**src/rtl/serial_cmp_ctrl.sv**
```systemverilog
// Serial magnitude-compare sequencer.
// Compares two WIDTH-bit unsigned operands by presenting one bit pair per cycle,
// MSB pair first, to an external combinational 2-bit comparator slice. The
// sequencer stops at the first unequal pair and reports a registered
// GT/EQ/LT/Err result together with a single-cycle done pulse.
module serial_cmp_ctrl #(
  parameter int unsigned WIDTH = 8
) (
  input  logic             clk,
  input  logic             reset_n,
  input  logic             inStart,
  input  logic [WIDTH-1:0] inA,
  input  logic [WIDTH-1:0] inB,
  output logic [1:0]       outSliceA,
  output logic [1:0]       outSliceB,
  input  logic             inSliceGT,
  input  logic             inSliceEQ,
  input  logic             inSliceLT,
  output logic             outBusy,
  output logic             outDone,
  output logic             outGT,
  output logic             outEQ,
  output logic             outLT,
  output logic             outErr
);

  localparam int unsigned NSLICE = WIDTH / 2;
  localparam int unsigned IW     = (NSLICE > 1) ? $clog2(NSLICE) : 1;
  localparam logic [IW-1:0] IDX_TOP = IW'(NSLICE - 1);

  typedef enum logic [1:0] {
    IDLE,
    CMP,
    DONE
  } state_t;

  state_t         state;
  state_t         state_nxt;

  logic [WIDTH-1:0] reg_a;
  logic [WIDTH-1:0] reg_b;
  logic [IW-1:0]    idx;

  logic accept;
  logic slice_ok;
  logic slice_last;
  logic slice_cont;

  // Handshake and slice-response decode
  always_comb begin
    accept     = (state == IDLE) && inStart;
    slice_ok   = $onehot({inSliceGT, inSliceEQ, inSliceLT});
    slice_last = (idx == '0);
    // Only a clean EQ on a non-final slice keeps the walk going
    slice_cont = slice_ok && inSliceEQ && !slice_last;
  end

  // State register
  always_ff @(posedge clk or negedge reset_n) begin
    if (!reset_n) begin
      state <= IDLE;
    end else begin
      state <= state_nxt;
    end
  end

  // Next-state logic
  always_comb begin
    state_nxt = state;
    unique case (state)
      IDLE: begin
        if (inStart) begin
          state_nxt = CMP;
        end
      end
      CMP: begin
        if (!slice_cont) begin
          state_nxt = DONE;
        end
      end
      DONE: begin
        state_nxt = IDLE;
      end
      default: begin
        state_nxt = IDLE;
      end
    endcase
  end

  // Operand latch, slice index walk and result flags
  always_ff @(posedge clk or negedge reset_n) begin
    if (!reset_n) begin
      reg_a  <= '0;
      reg_b  <= '0;
      idx    <= '0;
      outGT  <= 1'b0;
      outEQ  <= 1'b0;
      outLT  <= 1'b0;
      outErr <= 1'b0;
    end else if (accept) begin
      reg_a  <= inA;
      reg_b  <= inB;
      idx    <= IDX_TOP;
      outGT  <= 1'b0;
      outEQ  <= 1'b0;
      outLT  <= 1'b0;
      outErr <= 1'b0;
    end else if (state == CMP) begin
      if (!slice_ok) begin
        outErr <= 1'b1;
      end else if (inSliceGT) begin
        outGT <= 1'b1;
      end else if (inSliceLT) begin
        outLT <= 1'b1;
      end else if (slice_last) begin
        outEQ <= 1'b1;
      end else begin
        idx <= idx - 1'b1;
      end
    end
  end

  // Bit-pair mux towards the comparator; quiet outside CMP
  always_comb begin
    outSliceA = '0;
    outSliceB = '0;
    if (state == CMP) begin
      for (int unsigned i = 0; i < NSLICE; i++) begin
        if (idx == IW'(i)) begin
          outSliceA = reg_a[2*i +: 2];
          outSliceB = reg_b[2*i +: 2];
        end
      end
    end
  end

  // Status decoded straight from the state register
  always_comb begin
    outBusy = (state == CMP);
    outDone = (state == DONE);
  end

endmodule
```
**config.mk**
```make
export PLATFORM = sky130hd
export DESIGN_NAME = serial_cmp_ctrl
export DESIGN_NICKNAME = d
export VERILOG_FILES = /design/src/rtl/serial_cmp_ctrl.sv
export SDC_FILE = /design/constraint.sdc
export NUM_CORES = 1
export LEC_CHECK = 0
export ABC_AREA = 1
export ABC_CLOCK_PERIOD_IN_PS = 2200
export CAP_MARGIN = 15
export CORE_MARGIN = 2
export CORE_UTILIZATION = 51
export CTS_CLUSTER_SIZE = 8
export DETAILED_ROUTE_END_ITERATION = 16
export GPL_TIMING_DRIVEN = 0
export PLACE_DENSITY_LB_ADDON = 0.12
export SYNTH_ARGS = -nofsm -noshare
export SYNTH_HDL_FRONTEND = slang
export SYNTH_SLANG_ARGS = --single-unit
```
**constraint.sdc**
```tcl
create_clock -name clk -period 2.2 [get_ports clk]
set_input_delay 0.66 -clock clk [delete_from_list [all_inputs] [get_ports clk]]
set_output_delay 0.66 -clock clk [all_outputs]
set_load 0.02 [all_outputs]
```
# After elaboration in Yosys (flattened, before gate mapping)
# Index checks and enable logic that the tools add are counted.
op_classes:
  n_addsub: 3
  n_eq_ne: 12
  n_mux: 37
  reduce_logical: 17
op_table:
  columns: ["cell", "n"]
  rows:
  - ["2-to-1 mux 2 bit", 18]
  - ["2-to-1 mux 1 bit", 18]
  - ["AND reduction 5 bit", 2]
  - ["nonzero test 2 bit", 5]
  - ["inequality test 2 bit (second input constant)", 4]
  - ["equality test 2 x 1 -> 1 bit (second input constant)", 3]
  - ["equality test 2 bit (second input constant)", 3]
  - ["logical NOT 2 bit", 2]
  - ["inequality test 2 x 1 -> 1 bit (second input constant)", 2]
  - ["one-hot mux 2 bit (2 select lines)", 1]
  - ["AND reduction 2 bit", 2]
  - ["AND reduction 4 bit", 1]
  - ["logical AND 1 bit", 3]
  - ["AND reduction 3 bit", 1]
  - ["adder 1 x 1 -> 2 bit", 1]
  - ["adder 2 x 1 -> 2 bit", 1]
  - ["subtractor 2 x 1 -> 2 bit (second input constant)", 1]
  - ["logical NOT 1 bit", 1]
word_totals:
  regBits: 24
  output_inout_bits: 10
  elab_cells: 77

# Logic depth before layout (Yosys ltp)
logic_depth:
  depth_word: 7
  mapped_depth: 8
  mapped_depth_nobuf: 8

# Worst setup path after synthesis
# OpenSTA, ideal clock, no wires.
synth_path:
  path_type: "reg-to-output"
  start: "reg idx[0]"
  end: "out outSliceA[0]"
  t_arrival_ps: 1234
  t_required_ps: 1540
  setup_slack_ps: 306
  path_stages_with_launch: 6
  path_cell_list: "dfrtp_1 > inv_1 > ha_1 > inv_1 > o211ai_1 > a21oi_1"
synth_between:
  elab_chain_len: 6
  word_cells_on_any_way: 9
  classes_between: "eq/ne (3); mux (5); reduce/logical (1)"
synth_rtl:
  columns: ["item", "line", "source"]
  rows:
  - ["start: declaration", "42", "logic [IW-1:0] idx;"]
  - ["start signal: assignment", "118", "idx <= idx - 1'b1;"]
  - ["logical NOT 2 bit", "129", "if (idx == IW'(i)) begin"]
  - ["2-to-1 mux 2 bit (3 in series)", "129", null]
  - ["2-to-1 mux 2 bit *", "129", null]
  - ["2-to-1 mux 2 bit *", "127", "if (state == CMP) begin"]
  - ["end: declaration", "14", "output logic [1:0] outSliceA,"]
# Every way passes the cells marked *; elsewhere a longest branch is shown, timed or not.

# Worst setup path in the final report
layout_path:
  start: "reg idx[0]"
  end: "out outSliceB[1]"
layout_between:
  elab_chain_len: 6
  word_cells_on_any_way: 9
  classes_between: "eq/ne (3); mux (5); reduce/logical (1)"
layout_rtl:
  columns: ["item", "line", "source"]
  rows:
  - ["logical NOT 2 bit", "129", null]
  - ["2-to-1 mux 2 bit (3 in series)", "129", null]
  - ["2-to-1 mux 2 bit *", "129", null]
  - ["2-to-1 mux 2 bit *", "127", null]
  - ["end: declaration", "15", "output logic [1:0] outSliceB,"]
# Marks and branches as above.

==> out/metrics.cfg <==
[run_status]
status = finished, violations left
failed_checks = setup timing

[floorplan]
coreArea_sq_um = 2230
fp.dieW_um = 52.6
dieArea_sq_um = 2770
start_util = 0.540
die_h_um = 52.6
num_rows = 17
ios = 32

[pwr]
power_density_nw_per_um2 = 1210
total_leakage_power_uw = 0.000859
ir_worst_vdd_mv = 0.886

[timing]
setup_viol = 4
final_max_slew_viol_count = 0
hold_viol_final = 0
worst_slack_ns = -0.0820
min_period_ns = 2.28
clock_skew_ns = 0.00164
fin_crit_sh = 1.04
tightest_slew_ns = 0.258
fmax_mhz = 438
maxSlewHeadroom = 0.827
rsz0062_at_grt = yes
hold_ws_ns = 0.499

[clock_tree]
cts.clk_slew.worst_paths_ns = 0.13
cts_made_buffers = 3
htree_levels = 1
cts_root_buf = clkbuf_4
cts_sinks = 24
cts_hold_buf = 0
cts_tree = built
cts_max_path_buffers = 2
insertion_delay_ns = 0.32

[critical_path]
crit_required_ns = 1.54
timing_worst_setup_path_type = reg -> out
cp-start-kind = register
cp.arrival_ns = 1.62
critPathMaxFanout = 5
end_kind = primary output

[routing]
ant_nets = 0
drt-pass1-iter-count = 6
wl_um = 2830
drc = 0
vias_per_cell = 5.05
wl_per_cell_um = 13.0
first_iter_violations = 18
route.vias.total = 1101

[placed_design]
placed_cells = 209
gp_congestion = 0.795
hpwl_um = 2030
dpl_worst_slack_ns = -0.294
io_buffers = 31

[grt]
grt_pass1_vias = 1057
grt_use_total = 0.231
grt_first_pass_wirelength_um = 4610
grt_max_degree = 25
antenna_found_initial = 0
overflow = 0

[final_layout]
layout-drive-gt1-share = 0.179
area_growth_pct = 41.5
fin_cells = 218
num_antenna_cells = 0
nets = 218
layout_common_cells = nand2_1, clkdlybuf4s50_1, dfrtp_1, buf_4, a21oi_1
final_common_cell = nand2_1
nFillCells = 181

[flow_run]
max-cap-violations = 0

[synth]
yosys_warnings = 0
ys_types = 19
synth.avg_cell_area_sq_um = 8.04
syn-num-nets = 177
ys_seq_area_frac = 0.498
synth_seq_cells = 24
synth_area_sq_um = 1210
syn_inst = 150

[hold_path]
hp-class = reg -> reg

[cell families after synthesis]
group	count (synthesis)	share of synthesized area
buffers and inverters	17	0.0674
DFF	24	0.498
and+or+nand+nor	83	0.277
adders and majority gates	5	0.0581
AOI/OAI and AO/OA	21	0.0996
[cell usage after synthesis (all sizes together)]
library cell,count,area share
nand2,74,0.23
dfrtp,24,0.50
inv,14,0.046
a21oi,8,0.033
o21ai,8,0.036
ha,4,0.041
nand3,4,0.027
o211ai,4,0.025
buf,3,0.022
nor2,3,0.0093
nand4,2,0.010
a31oi,1,0.0052
fa,1,0.017
[routing by layer]
layer / track usage / share of wire
met5: 0 / 0
met4: 0.0470 / 0.015
met3: 0.0514 / 0.046
met2: 0.406 / 0.52
met1: 0.288 / 0.42
[flip-flops by register name, indices dropped and copies added, names as in the netlist]
name / cells
idx: 2
outEQ: 1
outErr: 1
outGT: 1
outLT: 1
reg_a: 8
reg_b: 8
state: 2
[critical path, cell delays in order, from the launching register on]
cell and delay [ns]:
dfrtp_2 0.49, inv_4 0.10, ha_4 0.17, nand2_2 0.05
nand2_2 0.04, o211ai_1 0.08, a21oi_1 0.19, buf_4 0.17
[report_power, final]
part	total (uW)	leakage, uW	internal [uW]	switching [uW]
combinational	990	0.000532	435	555
sequential	748	0.000299	622	127
clock	320	0.0000279	184	136
total	2060	0.000859	1240	818
[path summary, 6_finish.rpt]
check                                    end  cells after the start  startpoint  slack, ns
worst min register to register      reg_a[3]                      2    reg_a[3]       0.50
max in group asynchronous             idx[0]                      2     reset_n       1.27
worst max register to register        idx[0]                      9      idx[0]       0.71
min in group asynchronous           state[0]                      1     reset_n       0.53
worst min-delay path                reg_a[3]                      2    reg_a[3]       0.50
worst max-delay path            outSliceB[1]                      7      idx[0]      -0.08
[final cells by class]
type / count / area (sq um) / share of cell area
clock inverters: 1 / 30.0 / 0.0176
inverters: 14 / 65.1 / 0.0381
clock buffers: 3 / 22.5 / 0.0132
repair buffers: 36 / 354 / 0.207
plain buffers: 3 / 26.3 / 0.0154
multi-input cells: 109 / 572 / 0.335
well taps: 28 / 35.0 / 0.0205
flip-flops and latches: 24 / 602 / 0.353
[stage by stage]
stage               cell area [sq um]   util  power (uW)  TNS (ns)
finish                           1710  0.764        2060    -0.187
global placement                 1550  0.695        1530     -1.02
global route                     1710  0.764        2210    -0.514
detailed placement               1550  0.695        1570     -1.37
floorplan                        1210      -        1270         0
CTS                              1670  0.748        2030    -0.133
[timing repair]
item                       4_1_cts  5_1_grt
buffers inserted                 4        0
pin swaps                        3        4
setup endpoints to repair        5        5
resized for setup               36        5
(Power assumes the default switching activity.)
